### src/rtl/adder_pipe_if.sv
// rtl/adder_pipe_if.sv - operand/result handshake bundle for adder_pipe
interface adder_pipe_if #(
    parameter int WIDTH = 4,
    parameter int ACC_W = 7
);
    logic             in_valid;
    logic             in_ready;
    logic [WIDTH-1:0] a;
    logic [WIDTH-1:0] b;
    logic [1:0]       op;
    logic             out_valid;
    logic             out_ready;
    logic [ACC_W-1:0] c;
    logic             ovf;

    modport master (
        output in_valid, a, b, op, out_ready,
        input  in_ready, out_valid, c, ovf
    );

    modport slave (
        input  in_valid, a, b, op, out_ready,
        output in_ready, out_valid, c, ovf
    );
endinterface

### src/rtl/adder_pipe.sv
// rtl/adder_pipe.sv - two-stage add/sub/accumulate unit with valid/ready backpressure
module adder_pipe #(
    parameter int WIDTH = 4,
    parameter int ACC_W = 7
) (
    input  logic        clk,
    input  logic        rst,
    adder_pipe_if.slave s_bus
);
    localparam logic [1:0] OP_ADD = 2'b00;
    localparam logic [1:0] OP_SUB = 2'b01;
    localparam logic [1:0] OP_ACC = 2'b10;
    localparam logic [1:0] OP_CLR = 2'b11;

    logic [ACC_W-1:0] r_acc;
    logic             r_s1_valid;
    logic [ACC_W-1:0] r_s1_c;
    logic             r_s1_ovf;
    logic             r_s2_valid;
    logic [ACC_W-1:0] r_s2_c;
    logic             r_s2_ovf;

    logic [ACC_W-1:0] w_a_ext;
    logic [ACC_W-1:0] w_b_ext;
    logic [ACC_W-1:0] w_acc_sum;
    logic             w_carry;
    logic [ACC_W-1:0] w_result;
    logic [ACC_W-1:0] w_acc_next;
    logic             w_ovf;
    logic             w_s2_adv;
    logic             w_s1_adv;
    logic             w_accept;

    assign w_a_ext = {{(ACC_W-WIDTH){1'b0}}, s_bus.a};
    assign w_b_ext = {{(ACC_W-WIDTH){1'b0}}, s_bus.b};
    assign {w_carry, w_acc_sum} = {1'b0, r_acc} + {1'b0, w_a_ext};

    assign w_s2_adv = !r_s2_valid || s_bus.out_ready;
    assign w_s1_adv = !r_s1_valid || w_s2_adv;
    assign w_accept = s_bus.in_valid && s_bus.in_ready;

    // Modulo-2^ACC_W subtraction of zero-extended operands equals the sign-extended difference.
    always_comb begin
        w_result   = '0;
        w_ovf      = 1'b0;
        w_acc_next = r_acc;
        case (s_bus.op)
            OP_ADD: w_result = w_a_ext + w_b_ext;
            OP_SUB: w_result = w_a_ext - w_b_ext;
            OP_ACC: begin
                w_result   = w_acc_sum;
                w_ovf      = w_carry;
                w_acc_next = w_acc_sum;
            end
            OP_CLR: w_acc_next = '0;
            default: w_result = '0;
        endcase
    end

    always_ff @(posedge clk or posedge rst) begin
        if (rst) begin
            r_acc      <= '0;
            r_s1_valid <= 1'b0;
            r_s1_c     <= '0;
            r_s1_ovf   <= 1'b0;
            r_s2_valid <= 1'b0;
            r_s2_c     <= '0;
            r_s2_ovf   <= 1'b0;
        end else begin
            if (w_accept && s_bus.op[1]) begin
                r_acc <= w_acc_next;
            end
            if (w_s2_adv) begin
                r_s2_valid <= r_s1_valid;
                r_s2_c     <= r_s1_c;
                r_s2_ovf   <= r_s1_ovf;
            end
            if (w_s1_adv) begin
                r_s1_valid <= w_accept;
                r_s1_c     <= w_result;
                r_s1_ovf   <= w_ovf && w_accept;
            end
        end
    end

    assign s_bus.in_ready  = w_s1_adv && !rst;
    assign s_bus.out_valid = r_s2_valid;
    assign s_bus.c         = r_s2_c;
    assign s_bus.ovf       = r_s2_ovf && r_s2_valid;
endmodule

### src/flat_wrapper.sv
// flat-port wrapper written by rule: the top's interface ports become plain ports
module adder_pipe_flat 
#(
    parameter int WIDTH = 4,
    parameter int ACC_W = 7
)
  (clk, rst, s_bus_in_valid, s_bus_a, s_bus_b, s_bus_op, s_bus_out_ready, s_bus_in_ready, s_bus_out_valid, s_bus_c, s_bus_ovf);
  adder_pipe_if #(.WIDTH(WIDTH), .ACC_W(ACC_W)) s_bus_i ();
  input  logic clk;
  input  logic rst;
  input wire logic [$bits(s_bus_i.in_valid)-1:0] s_bus_in_valid;
  input wire logic [$bits(s_bus_i.a)-1:0] s_bus_a;
  input wire logic [$bits(s_bus_i.b)-1:0] s_bus_b;
  input wire logic [$bits(s_bus_i.op)-1:0] s_bus_op;
  input wire logic [$bits(s_bus_i.out_ready)-1:0] s_bus_out_ready;
  output wire logic [$bits(s_bus_i.in_ready)-1:0] s_bus_in_ready;
  output wire logic [$bits(s_bus_i.out_valid)-1:0] s_bus_out_valid;
  output wire logic [$bits(s_bus_i.c)-1:0] s_bus_c;
  output wire logic [$bits(s_bus_i.ovf)-1:0] s_bus_ovf;
  assign s_bus_i.in_valid = s_bus_in_valid;
  assign s_bus_i.a = s_bus_a;
  assign s_bus_i.b = s_bus_b;
  assign s_bus_i.op = s_bus_op;
  assign s_bus_i.out_ready = s_bus_out_ready;
  assign s_bus_in_ready = s_bus_i.in_ready;
  assign s_bus_out_valid = s_bus_i.out_valid;
  assign s_bus_c = s_bus_i.c;
  assign s_bus_ovf = s_bus_i.ovf;
  adder_pipe #(.WIDTH(WIDTH), .ACC_W(ACC_W)) u_core (.clk(clk), .rst(rst), .s_bus(s_bus_i));
endmodule
### config.mk
export PLATFORM = sky130hd
export DESIGN_NAME = adder_pipe_flat
export DESIGN_NICKNAME = d
export VERILOG_FILES = /design/src/rtl/adder_pipe_if.sv /design/src/rtl/adder_pipe.sv /design/src/flat_wrapper.sv
export SDC_FILE = /design/constraint.sdc
export NUM_CORES = 1
export LEC_CHECK = 0
export BUFFER_PORTS_ARGS = -buffer_cell sky130_fd_sc_hd__buf_2
export CORE_MARGIN = 10
export CORE_UTILIZATION = 25
export CTS_BUF_LIST = sky130_fd_sc_hd__clkbuf_4
export DETAILED_ROUTE_END_ITERATION = 16
export PLACE_DENSITY = 0.47
export SETUP_SLACK_MARGIN = 0.3
export SYNTH_ARGS = -nofsm -noshare
export SYNTH_HDL_FRONTEND = slang
export SYNTH_SLANG_ARGS = --single-unit
### constraint.sdc
create_clock -name clk -period 2.1 [get_ports clk]
set_input_delay 0 -clock clk [delete_from_list [all_inputs] [get_ports clk]]
set_output_delay 0 -clock clk [all_outputs]
set_load 0.1 [all_outputs]
==> results.sh <==
export IMPL_n_fill_cell=665
export IMPL_critPathSlowestCell="dfrtp_1"
export IMPL_reg2reg_to="u_core.r_s1_c[4]$_DFFE_PP0N_"
export IMPL_die_h_um=100.1
export IMPL_num_rows=29
export IMPL_syn_to_final_growth_pct=18.08
export IMPL_rr_startpoint="u_core.r_acc[0]$_DFFE_PP0P_"
export IMPL_grt_usage_pct=7.216
export IMPL_grt_max_degree=20
export IMPL_syn_area_per_cell_um2=10.29
export IMPL_worstRegToRegCells=8
export IMPL_fin_ws_ps=248.3
export IMPL_syn_num_nets=185
export IMPL_end_kind="flop"
export IMPL_multi_input_area_um2=940.9
export IMPL_yosys_register_bits=25
export IMPL_drt_pass1_iterations=4
export IMPL_crit_buf_inv=1
export IMPL_worstHoldPathType="in2reg"
export IMPL_tns_ps=0
export IMPL_critPathMaxFanout=4
export IMPL_die_width_um=100.1
export IMPL_gp_congestion=0.8173
export IMPL_crit_chain="ha_1, inv_1, fa_2, nor2b_4, o21ai_2, a211o_1, a31oi_1, o221a_1"
export IMPL_postSynthCellCount=156
export IMPL_cp_slowest_stage_delay_ps=370
export IMPL_detail_route_antenna_nets=0
export IMPL_power_density_nw_per_um2=873.2
export IMPL_final_cell_mix="dfrtp_1, buf_2, nand2_1, ha_1, inv_1"
export IMPL_grt_ovfl_total=0
export IMPL_hp_start="s_bus_op[0]"
export IMPL_cp_arrival_ps=2130
export IMPL_final_common_cell="dfrtp_1"
export IMPL_status="finished clean"
export IMPL_power_leakage_uw=0.0008832
export IMPL_diodes=0
export IMPL_yosys_warnings=0
export IMPL_met2_usage_pct=10.24
export IMPL_drive_above_1_share_pct=31.32
export IMPL_whs_ps=88.03
export IMPL_crit_end="u_core.r_s1_c[4]$_DFFE_PP0N_"
export IMPL_synth_edff_count=0
export IMPL_vias_per_cell=4.541
export IMPL_hpwlAfterDp_mm=2.818
export IMPL_required_ps=2380
export IMPL_hold_viol_final=0
export IMPL_synth_largest_area_cell="dfrtp_1"
export IMPL_worstMarginPinSlew_ps=582.6
export IMPL_grt_use_met3_pct=2.129
export IMPL_drc=0
export IMPL_clock_sinks=25
export IMPL_ioPinCount=24
export IMPL_total_power_uw=1655
export IMPL_cts_buffers=3
export IMPL_fmax_ghz=0.5400
export IMPL_critPathTopFamily="compound AO/OA/AOI/OAI gates"
export IMPL_path_clk_slew_ps=150
export IMPL_wire_per_inst_um=13.73
export IMPL_fin_skew_ps=1.667
export IMPL_relSlewSlack_pct=61.12
export IMPL_critPathKind="reg2reg"
export IMPL_ys_flop_type="dfrtp_1"
export IMPL_maxCapViolations=0
export IMPL_drt_iter0_markers=37
export IMPL_final_nets=212
export IMPL_cts_max_path_buffers=2
export IMPL_fin_crit_ps=1852
export IMPL_use_met1_pct=10.28
export IMPL_cp_num_cells=8
export IMPL_core_um2=6277
export IMPL_dieArea_um2=10030
export IMPL_slew_viol_final=0
export IMPL_antenna_found_initial=0
export IMPL_ff_latch_area_um2=626.9
export IMPL_htree_levels=1
export IMPL_final_util_pct=30.20
export IMPL_finalSetupViolCount=0
export IMPL_ys_seq_area_share_pct=38.97
export IMPL_start_util_pct=25.57
export IMPL_netlist_area_leader_share_pct=38.97
export IMPL_grt_pass1_wl_mm=6.003
export IMPL_totalWireLength_mm=3.555
export IMPL_ir_worst_vdd_uv=422.2
export IMPL_synth_area_top_cells="dfrtp_1, ha_1, mux2_2, fa_1, nand2_1"
export IMPL_dp_slack_ps=208.0
export IMPL_vias=1176
export IMPL_start_kind="flop"
export IMPL_clk_latency_ps=320
export IMPL_finalCritPeriodShare_pct=88.18
export IMPL_clock_root_buffer="clkbuf_4"
export IMPL_cts_tree="done"
export IMPL_rsz0062_at_grt="true"
export IMPL_grt_busiest_layer="met1"
export IMPL_startpoint="u_core.r_acc[0]$_DFFE_PP0P_"
export IMPL_rrSetupSlack_ps=250
export IMPL_port_buffers=23
export IMPL_grt_pass1_vias=1231
export IMPL_synth_area_um2=1605
export IMPL_synthArstFlopShare_pct=100.0
export IMPL_synth_cell_types=45
-- repair_timing --
item	CTS	global route
pin swaps	0	1
cloned	0	0
setup buffers	0	1
hold buffers	1	0
resized for setup	1	3
endpoints found under the setup margin	2	5
hold endpoints to repair	15	0
-- worst min path at each step --
| stage | endpoint | slack, ps | cells past startpoint |
|---|---|---|---|
| floorplan | u_core.r_acc[0]$_DFFE_PP0P_ | 30 | 1 |
| global placement | u_core.s_bus.c[6]$_DFFE_PP0P_ | 140 | 2 |
| detailed placement | u_core.s_bus.c[5]$_DFFE_PP0P_ | 140 | 2 |
| CTS | u_core.r_acc[5]$_DFFE_PP0P_ | 90 | 2 |
| global route | u_core.r_acc[4]$_DFFE_PP0P_ | 110 | 2 |
| finish | u_core.r_acc[5]$_DFFE_PP0P_ | 90 | 2 |
-- state kept, by name, summed over array words and instances, names as in the netlist --
name	count
u_core.s_bus.c	7
u_core.r_acc	7
u_core.r_s2_ovf	1
u_core.r_s1_valid	1
u_core.r_s1_c	7
u_core.r_s1_ovf	1
u_core.s_bus.out_valid	1
-- synthesized netlist by cell type, drive strengths merged, types with 2 or more instances --
cell type and number:
dfrtp 25, mux2i 4, mux2 9, o21ai 12, ha 12, nor2b 5, nand2 11, clkbuf 3
a31oi 2, xor2 2, nand3 4, and2 2, inv 11, or2 2, a21oi 5, nor2 11
fa 3, o31ai 5, nor3 2, o221a 3, buf 4, nand2b 2, xnor2 2
-- power breakdown --
group          switching [uW]  total (uW)  leakage, uW  internal (uW)
Sequential               73.9         651     0.000311            577
Combinational             520         775     0.000555            255
Clock                     158         229    0.0000177           71.4
Total                     751        1660     0.000883            904
-- metal layers --
layer	vias up	wire, um
li1	604	-
met1	554	1766
met2	16	1580
met3	2	187
met4	0	20
met5	-	0
-- worst reg2reg max path, stage by stage, from the launching register on --
cell and delay (ps):
dfrtp_1 370, ha_1 160, inv_1 60, fa_2 370
nor2b_4 130, o21ai_2 80, a211o_1 300, a31oi_1 140
o221a_1 190
-- kinds of logic (layout without fill, tap and decap cells) --
family	after synthesis	count (layout)	share of synthesized area, %
muxes	13	13	8.808
AOI/OAI and AO/OA	36	36	16.29
buffers and inverters	18	44	4.676
and+or+nand+nor	45	45	15.98
xor gates and xnor gates	4	4	2.183
DFF	25	25	38.97
adders and majority gates	15	15	13.09
-- cell type report --
class / instances / area share (%)
repair buffers: 29 / 8.581
inverters: 11 / 2.178
clock buffers: 3 / 1.188
flip-flops and latches: 25 / 33.07
well taps: 77 / 5.083
clock inverters: 1 / 0.2640
multi-input cells: 113 / 49.64
-- through the flow --
| stage | cell area [um2] | cells |
|---|---|---|
| after floorplan | 1614 | 156 |
| after global placement | 1822 | 253 |
| after detailed placement | 1822 | 253 |
| after CTS | 1862 | 258 |
| after global routing | 1896 | 259 |
| final | 1896 | 259 |
No activity file was read; power rests on OpenSTA's default activity.
